$ cat src/rtl/pong_game_ctrl_pkg.sv
// Shared definitions for the Pong game-sequencing controller: state
// encodings, default parameters and the BCD digit helper.
package pong_game_ctrl_pkg;

  typedef enum logic [1:0] {
    ST_NEWGAME = 2'd0,
    ST_PLAY    = 2'd1,
    ST_NEWBALL = 2'd2,
    ST_OVER    = 2'd3
  } state_e;

  localparam int unsigned NUM_BALLS_DEF    = 3;
  localparam int unsigned TIMER_FRAMES_DEF = 120;
  localparam int unsigned TIMER_W          = 7;
  localparam int unsigned BALLS_W          = 2;

  // Advance one BCD digit; the caller handles the carry on 9 -> 0.
  function automatic logic [3:0] bcd_digit_inc(input logic [3:0] d);
    return (d == 4'd9) ? 4'd0 : d + 4'd1;
  endfunction

endpackage

$ cat src/rtl/pong_score_bcd.sv
// Two-digit BCD score counter, 00..99 with wrap. Clear beats increment.
import pong_game_ctrl_pkg::*;

module pong_score_bcd (
  input  logic       clk,
  input  logic       reset,
  input  logic       clr,
  input  logic       inc,
  output logic [3:0] dig1,
  output logic [3:0] dig0
);

  logic [3:0] dig1_q, dig1_d;
  logic [3:0] dig0_q, dig0_d;

  // Next score: clear, else BCD increment with tens carry and 99 -> 00 wrap.
  always_comb begin
    dig1_d = dig1_q;
    dig0_d = dig0_q;
    if (clr) begin
      dig1_d = 4'd0;
      dig0_d = 4'd0;
    end else if (inc) begin
      dig0_d = bcd_digit_inc(dig0_q);
      if (dig0_q == 4'd9) dig1_d = bcd_digit_inc(dig1_q);
    end
  end

  // Score registers with synchronous reset.
  always_ff @(posedge clk) begin
    if (reset) begin
      dig1_q <= 4'd0;
      dig0_q <= 4'd0;
    end else begin
      dig1_q <= dig1_d;
      dig0_q <= dig0_d;
    end
  end

  assign dig1 = dig1_q;
  assign dig0 = dig0_q;

endmodule

$ cat src/rtl/pong_game_ctrl.sv
// Pong game sequencer: NEWGAME / PLAY / NEWBALL / OVER FSM, frame-based
// delay timer, balls-remaining counter and the BCD score. All outputs
// are decodes of registered state.
import pong_game_ctrl_pkg::*;

module pong_game_ctrl #(
  parameter int unsigned NUM_BALLS    = NUM_BALLS_DEF,
  parameter int unsigned TIMER_FRAMES = TIMER_FRAMES_DEF
) (
  input  logic         clk,
  input  logic         reset,
  input  logic         refr_tick,
  input  logic [1:0]   btn,
  input  logic         hit,
  input  logic         miss,
  output logic         gra_still,
  output logic         show_rules,
  output logic         show_over,
  output logic [7:0]   score,
  output logic [1:0]   balls_left
);

  localparam logic [TIMER_W-1:0] TIMER_LOAD = TIMER_W'(TIMER_FRAMES);
  localparam logic [BALLS_W-1:0] BALLS_INIT = BALLS_W'(NUM_BALLS);

  state_e               state_q, state_d;
  logic [TIMER_W-1:0]   timer_q, timer_d;
  logic [BALLS_W-1:0]   balls_q, balls_d;
  logic                 score_clr, score_inc;
  logic                 pressed, timer_done, play_miss;
  logic [3:0]           dig1, dig0;

  assign pressed    = |btn;
  assign timer_done = (timer_q == '0);
  assign play_miss  = (state_q == ST_PLAY) && miss;

  // Next state, balls count and score controls.
  always_comb begin
    state_d   = state_q;
    balls_d   = balls_q;
    score_clr = 1'b0;
    score_inc = 1'b0;
    unique case (state_q)
      ST_NEWGAME: begin
        if (pressed) begin
          state_d   = ST_PLAY;
          score_clr = 1'b1;
          if (balls_q != '0) balls_d = balls_q - 1'b1;
        end
      end
      ST_PLAY: begin
        // A miss swallows any coincident hit.
        if (miss) begin
          if (balls_q == '0) begin
            state_d = ST_OVER;
          end else begin
            balls_d = balls_q - 1'b1;
            state_d = ST_NEWBALL;
          end
        end else if (hit) begin
          score_inc = 1'b1;
        end
      end
      ST_NEWBALL: begin
        if (timer_done && pressed) state_d = ST_PLAY;
      end
      ST_OVER: begin
        // Score is left alone so it stays on screen until the next start.
        if (timer_done) begin
          state_d = ST_NEWGAME;
          balls_d = BALLS_INIT;
        end
      end
      default: state_d = ST_NEWGAME;
    endcase
  end

  // Frame timer: a miss reloads it (even on a tick), otherwise count down to zero.
  always_comb begin
    timer_d = timer_q;
    if (play_miss)                     timer_d = TIMER_LOAD;
    else if (refr_tick && !timer_done) timer_d = timer_q - 1'b1;
  end

  // State, timer and balls registers.
  always_ff @(posedge clk) begin
    if (reset) begin
      state_q <= ST_NEWGAME;
      timer_q <= '0;
      balls_q <= BALLS_INIT;
    end else begin
      state_q <= state_d;
      timer_q <= timer_d;
      balls_q <= balls_d;
    end
  end

  pong_score_bcd u_score (
    .clk   (clk),
    .reset (reset),
    .clr   (score_clr),
    .inc   (score_inc),
    .dig1  (dig1),
    .dig0  (dig0)
  );

  assign gra_still  = (state_q != ST_PLAY);
  assign show_rules = (state_q == ST_NEWGAME);
  assign show_over  = (state_q == ST_OVER);
  assign score      = {dig1, dig0};
  assign balls_left = balls_q;

endmodule
$ cat config.mk
export PLATFORM = sky130hd
export DESIGN_NAME = pong_game_ctrl
export DESIGN_NICKNAME = d
export VERILOG_FILES = /design/src/rtl/pong_game_ctrl_pkg.sv /design/src/rtl/pong_score_bcd.sv /design/src/rtl/pong_game_ctrl.sv
export SDC_FILE = /design/constraint.sdc
export NUM_CORES = 1
export LEC_CHECK = 0
export CAP_MARGIN = 10
export CORE_ASPECT_RATIO = 0.9
export CORE_MARGIN = 3
export CORE_UTILIZATION = 49
export DETAILED_ROUTE_END_ITERATION = 6
export PLACE_DENSITY = 0.87
export RECOVER_POWER = 50
export SYNTH_ARGS = -nofsm -noshare
export SYNTH_HDL_FRONTEND = slang
export SYNTH_SLANG_ARGS = --single-unit
$ cat constraint.sdc
create_clock -name clk -period 1.8 [get_ports clk]
set_input_delay 0.36 -clock clk [delete_from_list [all_inputs] [get_ports clk]]
set_output_delay 0.36 -clock clk [all_outputs]
set_load 0.02 [all_outputs]
==> summary.txt <==
Yosys
  – Most numerous cell in the Yosys netlist: dfxtp_1
  – Post-synth top cells: 19 x dfxtp_1, 12 x nor2_1, 9 x a21oi_1
  – Yosys top cell area share: 38.1%
  – Ys async rst share: 0%
  – Synth area leaders: dfxtp_1 38%, a21oi_1 4.5%, nor2_1 4.5%
  – Syn_nets: 124
  – Top FF cell, synth: dfxtp_1
  – Library cells used by synthesis: 38
  – Yosys top cell by area: dfxtp_1
  – FF+latch count, synth: 19
  – Post-Syn Area per Cell: 8.75 µm²
  – Post-Syn Instances: 114
  – Post-synth EDFFs: 0
  – Mapped cell area: 997 µm²
  – Warnings, synthesis: 0
  – Sequential share of the synthesized area: 38.1%

Timing
  – Worst-Margin Slew: 0.482 ns
  – Final period util: 97.1%
  – Tmin final: 1.75 ns
  – Final Hold Vio Count: 0
  – Slew HR: 67.6%
  – RSZ-0062 raised after global routing: no
  – Endpoints failing setup: 0
  – Achievable frequency: 572 MHz
  – Hold WS: 0.519 ns
  – Final Max Tran Viols: 0
  – Clock skew: 0.00722 ns

Clocking
  – Root Driver: clkbuf_4
  – Htree depth: 1
  – CTS tree: built
  – Clock Pin Slew Worst Setup and Hold Paths: 0.11 ns
  – Number of CTS-inserted buffers: 3
  – Post-CTS Hold Buffers: 0
  – CTS Buffer Depth: 2
  – Clock sink count: 19
  – Worst skew pair latency: 0.31 ns

Job
  – Max_cap viols: 0

GRT
  – Overflow after GRT: 0
  – Pin count of the biggest net entering global routing: 12
  – Initial antenna violation count: 0
  – Number of global-route vias before repair: 796
  – Gr usage total: 18.5%
  – Global-route wire length before repair: 3610 µm

Route
  – Wire length per cell: 12.9 µm
  – Via count: 929
  – Drt pass-1 iters: 4
  – Routed Antenna Nets: 0
  – DRT iter0 DRCs: 18
  – Overall routed net length: 2160 µm
  – DRC errors left: 0
  – Via density: 5.56

Finish
  – Synth-to-Final Area Change: 28.9%
  – Share of layout cells above drive strength 1: 14.0%
  – Multi-input combinational cell area: 593 µm²
  – Fillers: 144
  – Final instance area: 0.00128 mm²
  – FF+latch area: 380 µm²
  – Net count, final: 154
  – Ant. Diodes: 0

Floorplan
  – Core Footprint: 0.00179 mm²
  – Die Ht: 48.8 µm
  – Die area: 0.00261 mm²
  – Initial Util: 55.8%
  – Number of cell rows: 14
  – Die width: 53.6 µm
  – Ports: 20

Critical path
  – Crit path launch: hit
  – R2R setup slack: 0.16 ns
  – Critical path required time: 2.05 ns
  – Reg2Reg Depth: 6
  – Critical-path maximum fanout: 6
  – Worst setup path class: input port to flip-flop
  – Critical-path cell list: dlygate4sd3_1 -> nor4bb_1 -> buf_4 -> nand2_1 -> or3_1 -> a21oi_1
  – Critical Path Max Stage Delay: 0.54 ns
  – Worst Setup Start Kind: input port
  – FF-to-FF End: state_q[0]$_SDFFE_PP0P_
  – CP Capture Point: u_score.dig0[1]$_SDFFE_PP0N_
  – Crit Reg-Reg Startpoint: timer_q[0]$_SDFFE_PP0P_
  – Setup crit end kind: flip-flop
  – Worst path slowest cell: dlygate4sd3_1
  – Critical path arrival: 1.99 ns

Place
  – DP Wirelength: 1750 µm
  – I/O Buffers: 19
  – Area after DPL: 0.00126 mm²
  – Routability congestion estimate: 0.897

Power
  – Power Dens Cells: 1130 mW/mm²
  – Leakage dissipation: 0.530 nW
  – Peak supply drop: 0.854 mV

Run status
  – Status: completed

Min path
  – Worst Hold Class: flip-flop to flip-flop
  – Hold path cells: 2
==> area by class of cell <==
| type | instances | area share, % |
|---|---|---|
| Timing Repair Buffer | 28 | 18.3 |
| Clock inverter | 1 | 0.389 |
| Tap cell | 24 | 2.34 |
| Clock buffer | 3 | 1.75 |
| Inverter | 5 | 1.46 |
| Sequential cell | 19 | 29.6 |
| Multi-Input combinational cell | 87 | 46.2 |
==> cells in the final DEF (no fill, tap or decap), types with 3 or more instances in the layout <==
cell type        count
a21oi_1              9
and3b_1              3
buf_4                7
clkbuf_1             3
clkbuf_4             5
clkdlybuf4s50_1     12
dfxtp_1             19
dlygate4sd2_1        3
ha_1                 3
inv_1                5
mux2i_1              3
nand2_1              7
nand3_1              3
nor2_1              12
nor2b_1              4
nor3_1               3
o21ai_0              4
or3_1                3
xnor2_1              3
xor2_1               3
==> per-stage QoR <==
| step | setup WS (ns) | utilization [%] | setup TNS [ns] | total power [mW] | cells |
|---|---|---|---|---|---|
| after floorplan | 0.164 | - | 0 | 1.01 | 114 |
| after global placement | -0.0912 | 70.8 | -0.336 | 1.19 | 162 |
| after detailed placement | -0.199 | 70.8 | -0.758 | 1.20 | 162 |
| after CTS | 0.00541 | 72.1 | 0 | 1.42 | 166 |
| after global routing | 0.00266 | 71.9 | 0 | 1.56 | 167 |
| final | 0.0516 | 71.9 | 0 | 1.45 | 167 |
==> what timing repair did <==
| action | in CTS | in global routing |
|---|---|---|
| setup buffers | 0 | 1 |
| resized for setup | 3 | 7 |
| setup endpoints to repair | 3 | 6 |
| pin swaps | 0 | 0 |
==> layer usage <==
metal	track usage, %	routed length, µm	up-vias
met2	31.4	1120	15
met3	6.73	73	4
met4	5.11	21	0
li1	-	-	469
met5	0	0	-
met1	21.4	938	441
==> cell families (layout without fill, tap and decap cells) <==
| family | count (synthesis) | after routing | synth area share (%) |
|---|---|---|---|
| compound gates | 25 | 25 | 16.8 |
| xor+xnor | 6 | 6 | 5.27 |
| buf+inv | 8 | 37 | 3.14 |
| simple gates | 50 | 50 | 29.9 |
| fa+ha+maj | 3 | 3 | 3.76 |
| mux | 3 | 3 | 3.01 |
| flops | 19 | 19 | 38.1 |
==> worst max-delay path: cells and delay by family <==
kind | cells | cell delay [ns]
AO/OA/AOI/OAI | 1 | 0.15
buffers and inverters | 2 | 0.73
AND/OR/NAND/NOR | 3 | 0.76
==> worst min path at each step <==
stage	startpoint	endpoint
floorplan	reset	timer_q[1]$_SDFFE_PP0P_
global placement	timer_q[3]$_SDFFE_PP0P_	timer_q[3]$_SDFFE_PP0P_
detailed placement	timer_q[3]$_SDFFE_PP0P_	timer_q[3]$_SDFFE_PP0P_
CTS	timer_q[3]$_SDFFE_PP0P_	timer_q[3]$_SDFFE_PP0P_
global route	balls_left[0]$_SDFFE_PP1P_	balls_left[0]$_SDFFE_PP1P_
finish	timer_q[3]$_SDFFE_PP0P_	timer_q[3]$_SDFFE_PP0P_
==> registers in the layout (all words and copies together) (netlist names) <==
signal,count
timer_q,7
u_score.dig1,4
balls_left,2
state_q,2
u_score.dig0,4
==> where the power goes <==
part	internal, mW	total [mW]	leakage [nW]	switching [mW]
logic	0.338	0.651	0.357	0.312
clock network	0.0831	0.220	0.0177	0.137
registers	0.494	0.575	0.155	0.0811
total	0.915	1.45	0.530	0.530
No activity file was read; power rests on OpenSTA's default activity.
